## src/rtl/or_gate_unit.sv

```systemverilog
// or_gate_unit: registered bitwise OR of a and b with reduction flag,
// optional sticky accumulate and a one-entry valid/ready output stage.
//
// Ports:
//   clk, rst      clock, synchronous active-high reset
//   a, b          WIDTH-bit operands
//   in_valid      operands present this cycle
//   in_ready      unit can take operands this cycle
//   acc_en        OR this result into the running accumulator
//   acc_clr       drop the accumulator contents at the next edge
//   out, any      registered result and its reduction OR
//   out_valid     out/any hold a result
//   out_ready     downstream takes the result this cycle
//   popcnt        set-bit count of out (only with OR_GATE_POPCNT_EN)
//
// Build option: define OR_GATE_POPCNT_EN to add the popcnt output.
module or_gate_unit #(
    parameter int WIDTH = 1
`ifdef OR_GATE_POPCNT_EN
    ,
    localparam int PW = ($clog2(WIDTH + 1) < 1) ? 1 : $clog2(WIDTH + 1)
`endif
) (
    input  logic             clk,
    input  logic             rst,
    input  logic [WIDTH-1:0] a,
    input  logic [WIDTH-1:0] b,
    input  logic             in_valid,
    output logic             in_ready,
    input  logic             acc_en,
    input  logic             acc_clr,
    output logic [WIDTH-1:0] out,
    output logic             any,
    output logic             out_valid,
    input  logic             out_ready
`ifdef OR_GATE_POPCNT_EN
    ,
    output logic [PW-1:0]    popcnt
`endif
);

    logic             accept;
    logic             drain;
    logic [WIDTH-1:0] acc_q;
    logic [WIDTH-1:0] acc_base;
    logic [WIDTH-1:0] or_ab;
    logic [WIDTH-1:0] acc_next;
    logic [WIDTH-1:0] load_val;

    // The slot frees up in the same cycle it drains, so a full
    // register still accepts when downstream is taking its value.
    assign in_ready = !out_valid || out_ready;
    assign accept   = in_valid && in_ready;
    assign drain    = out_valid && out_ready;

    // Clear wins over the old contents, but the operands arriving
    // with the clear are still folded in.
    assign acc_base = acc_clr ? '0 : acc_q;
    assign or_ab    = a | b;
    assign acc_next = or_ab | acc_base;
    assign load_val = acc_en ? acc_next : or_ab;

`ifdef OR_GATE_POPCNT_EN
    logic [PW-1:0] load_cnt;

    always_comb begin
        load_cnt = '0;
        for (int i = 0; i < WIDTH; i++) begin
            load_cnt = load_cnt + PW'(load_val[i]);
        end
    end

    always_ff @(posedge clk) begin
        if (rst) begin
            popcnt <= '0;
        end else if (accept) begin
            popcnt <= load_cnt;
        end
    end
`endif

    always_ff @(posedge clk) begin
        if (rst) begin
            out <= '0;
            any <= 1'b0;
        end else if (accept) begin
            out <= load_val;
            any <= |load_val;
        end
    end

    always_ff @(posedge clk) begin
        if (rst) begin
            out_valid <= 1'b0;
        end else if (accept) begin
            out_valid <= 1'b1;
        end else if (drain) begin
            out_valid <= 1'b0;
        end
    end

    // A clear with no accumulating accept still empties the
    // accumulator; out is left alone in that case.
    always_ff @(posedge clk) begin
        if (rst) begin
            acc_q <= '0;
        end else if (accept && acc_en) begin
            acc_q <= acc_next;
        end else if (acc_clr) begin
            acc_q <= '0;
        end
    end

endmodule

```

## config.mk

```make
export PLATFORM = sky130hd
export DESIGN_NAME = or_gate_unit
export DESIGN_NICKNAME = d
export VERILOG_FILES = /design/src/rtl/or_gate_unit.sv
export SDC_FILE = /design/constraint.sdc
export NUM_CORES = 1
export LEC_CHECK = 0
export BUFFER_PORTS_ARGS = -buffer_cell sky130_fd_sc_hd__clkbuf_2
export CORE_AREA = 2 2 39 41
export CTS_CLUSTER_DIAMETER = 50
export DETAILED_ROUTE_END_ITERATION = 16
export DIE_AREA = 0 0 41 43
export GPL_TIMING_DRIVEN = 0
export HOLD_SLACK_MARGIN = 0.05
export RECOVER_POWER = 50
export SLEW_MARGIN = 20
export SYNTH_ARGS = -nofsm -noshare
export SYNTH_HDL_FRONTEND = slang
export SYNTH_SLANG_ARGS = --single-unit
```

## constraint.sdc

```tcl
create_clock -name clk -period 1.1 [get_ports clk]
set_clock_uncertainty 0.2 [all_clocks]
set_input_delay 0.165 -clock clk [delete_from_list [all_inputs] [get_ports clk]]
set_output_delay 0.165 -clock clk [all_outputs]
set_load 0.005 [all_outputs]
```

Word level (Yosys, flattened, before mapping)
Index checks and enable logic that the tools add are counted.
- output and inout port bits: 4
- RAM bits: 0
- register bits after elaboration: 3
- input bits: 8
- memory bits (read-only): 0
- memories: 0
- latch bits: 0
- multiplexer cells: 5
- reductions and logical operators: 6
- $add $sub $neg: 0
- bitwise logic cells: 2
- equal/unequal tests: 0
- divide/modulo/power cells: 0
- $mul: 0
- shift-type cells: 0
- $lt $le $gt $ge: 0
- operators by type and width (cell ; count):
    two-way mux 1 bit ; 5
    logical AND 1 bit ; 3
    bitwise OR 1 bit ; 2
    nonzero test 2 bit ; 1
    logical NOT 1 bit ; 1
    logical OR 1 bit ; 1

Longest topological paths before layout
- depth in word-level cells: 5
- gate-level depth with buffers: 3
- mapped depth without buffers: 3

Worst setup path before layout
Ideal clock, no wire load.
- path type: reg-to-reg
- from: reg out_valid
- to: reg any
- arrival: 0.766 ns
- stages on the path, launching flop included: 4
- library setup time: 0.088 ns
- period minus slack after synthesis: 1.054 ns
- setup slack: 0.046 ns
- required time: 0.812 ns
- path buffers: 0
- cell sequence: dfxtp_1 > nand2b_4 > and2_1 > a311oi_2
- longest elaborated chain between the ends: 3
- ends and longest elaborated chain (what ; line ; text):
    start: declaration ; 34 ; output logic out_valid,
    start signal: assignment ; 94 ; out_valid <= 1'b0;
    start signal: assignment ; 96 ; out_valid <= 1'b1;
    start signal: assignment ; 98 ; out_valid <= 1'b0;
    logical NOT 1 bit ; 52 ; assign in_ready = !out_valid || out_ready;
    logical OR 1 bit ; 52 ;
    named net in_ready ; 29 ; output logic in_ready,
    logical AND 1 bit ; 53 ; assign accept = in_valid && in_ready;
    end signal: assignment ; 88 ; any <= |load_val;
    end: declaration ; 33 ; output logic any,
The timed path passes the listed nets, and every way through them passes these cells.
A chain may end at the register's enable or synchronous reset.

Worst setup path in the final report
- from: reg out_valid
- to: out in_ready
- longest elaborated chain between the ends: 2
- ends and longest elaborated chain (what ; line):
    logical NOT 1 bit ; 52
    logical OR 1 bit ; 52
    end: declaration ; 29
No other way between the ends.

==> impl_metrics.toml <==
[worst_hold_path]
hold_path.class = "input pin to flip-flop"
whs_path_depth = 3

[synthesis]
ys_types = 11
synth_area_sq_um = 147.6
yosysSeqAreaShare_pct = 40.68
yosysWarnings = 0
synth_cells = 15
ys_seq_elements = 3
syn_avg_cell_area_sq_um = 9.843
syn-num-nets = 23

[place]
gp_congestion = 0.6096
io_buffer_count = 11

[detailed_routing]
wl_per_cell_microns = 8.300
wirelength_microns = 415
first_pass_iters = 3
vias = 169
route.detailed.drc = 0
drtIter0Drc = 3
ant_nets = 0
vias_per_cell = 3.380

[pwr]
p_sw_mw = 0.09252
ir_drop_mv = 0.2894
p_leak_nw = 0.1419
internal_power_mw = 0.2950
combinationalPowerShare_pct = 16.6
swShare_pct = 23.87
powerDensity_mw_per_mm2 = 1318
seqPwrFrac_pct = 31.7
clock_power_share_pct = 51.7

[global_routing]
grt_use_total_pct = 6.613
grt_max_degree = 6
grt_overflow = 0
grt_pass1_vias = 168
antenna_found_initial = 0
grt_pass1_wl_microns = 710

[critical_path]
worstPathCellList = "nand2b_4, clkbuf_2"
worstPathArrival_ps = 750
cp.required_ps = 730
cp_max_fo = 4
cp_num_cells = 2
r2r_cells = 4
cp_top_family = "flip-flops"
path_buf_inv = 1
cp_slowest_cell = "dfxtp_2"
path_class = "flip-flop to primary output"
end_kind = "primary output"
startpoint_type = "flip-flop"
cpPeakStageDelay_ps = 340

[cts]
ctsLongestPathBuffers = 2
cts_tree = "yes"
clk-insertion-delay-late_ps = 240
clkTransAtPathRegs_ps = 40
clockRootBuffer = "clkbuf_4"
postCtsHoldBufs = 3
cts_buffers = 3
cts_num_sinks = 3
h-tree-depth = 1

[timing]
max_slew.worst_pin.slew_ps = 168.6
fmax_mhz = 899.5
slew_headroom_pct = 88.72
fin_crit_sh_pct = 101.1
final-setup-viol-count = 1
rsz0062_at_grt = "yes"
final_hold_viol_count = 0
finalSetupTns_ps = -11.77
fin_ws_ps = -11.77
holdWs_ps = 25.62
period_minus_slack_ps = 1112
slew_viol_final = 0

[final_layout]
antenna_cells = 0
final_common_cell = "clkbuf_2"
nets = 43
drive_above_1_share_pct = 58.82
final_cell_mix = "clkbuf_2, clkbuf_4"
utilization_pct = 21.25
fillCellCount = 167
areaGrowthSynthToFinish_pct = 99.15

[run_status]
status = "finished, violations left"
violations = "setup timing"

[floorplan]
coreArea_sq_mm = 0.001384
die_w_microns = 41
die_y_microns = 43
boundaryPins = 12
rows = 14
start_util_pct = 10.67
die-area_sq_mm = 0.001763

[run]
max-cap-violations = 0
final timing paths:
check            start  endpoint  slack (ps)
max          out_valid  in_ready         -10
min reg2reg      acc_q     acc_q         270
min             acc_en     acc_q          30
max reg2reg  out_valid       any          40
power groups by stage:
| stage | Clock [mW] | Sequential, mW | Combinational, mW |
|---|---|---|---|
| floorplan | 0 | 0.124 | 0.0241 |
| global placement | 0 | 0.124 | 0.0504 |
| detailed placement | 0 | 0.124 | 0.0515 |
| CTS | 0.204 | 0.123 | 0.0603 |
| global route | 0.224 | 0.124 | 0.0725 |
| finish | 0.200 | 0.123 | 0.0643 |
flip-flops by register name (all words and copies together), names as in the netlist:
register / flops
any: 1
out_valid: 1
acc_q: 1
through the flow:
step	area, sq um	instances	total power, mW	setup slack (ps)
finish	294.0	50	0.3876	-11.77
global route	294.0	50	0.4206	-57.78
CTS	281.5	49	0.3874	-30.13
detailed placement	222.7	42	0.1753	41.32
global placement	222.7	42	0.1741	57.91
floorplan	147.6	15	0.1481	45.55
Yosys cell counts:
cell	count	area (sq um)
nand2b_4	1	13.76
nand2b_1	1	6.260
a21oi_1	3	15.01
nand3b_1	1	7.510
a311oi_2	1	15.01
inv_1	1	3.750
nor2_1	1	3.750
dfxtp_1	3	60.06
buf_4	1	7.510
and2_1	1	6.260
nand4b_1	1	8.760
final cells by class:
| class | count | area (sq um) | area share, % |
|---|---|---|---|
| Tap cell | 16 | 20.02 | 6.809 |
| Clock buffer | 4 | 26.28 | 8.936 |
| Timing Repair Buffer | 16 | 101.3 | 34.47 |
| Multi-Input combinational cell | 10 | 80.08 | 27.23 |
| Sequential cell | 3 | 62.56 | 21.28 |
| Inverter | 1 | 3.754 | 1.277 |
kinds of logic (layout without fill, tap and decap cells):
logic type / after synthesis / count (layout) / synth area share [%]
simple gates: 6 / 6 / 31.36
compound gates: 4 / 4 / 20.33
flops: 3 / 3 / 40.68
buf+inv: 2 / 21 / 7.627
per-layer routing:
| metal | global-route usage (%) | up-vias | part of all wire (%) |
|---|---|---|---|
| met3 | 6.283 | 0 | 6.3 |
| met2 | 9.063 | 5 | 56 |
| met4 | 2.000 | 0 | 0 |
| li1 | - | 89 | - |
| met1 | 7.029 | 75 | 38 |
| met5 | 0 | - | 0 |
repair_timing:
action,in CTS,in global routing
setup endpoints to repair,3,2
pin swaps,0,1
setup buffers,1,1
endpoints found under the hold margin,3,3
resized for setup,2,2
worst min-delay path, stage by stage:
cell	delay, ps
clkbuf_2	90
nand4b_1	90
a21oi_1	60
(Power assumes the default switching activity.)
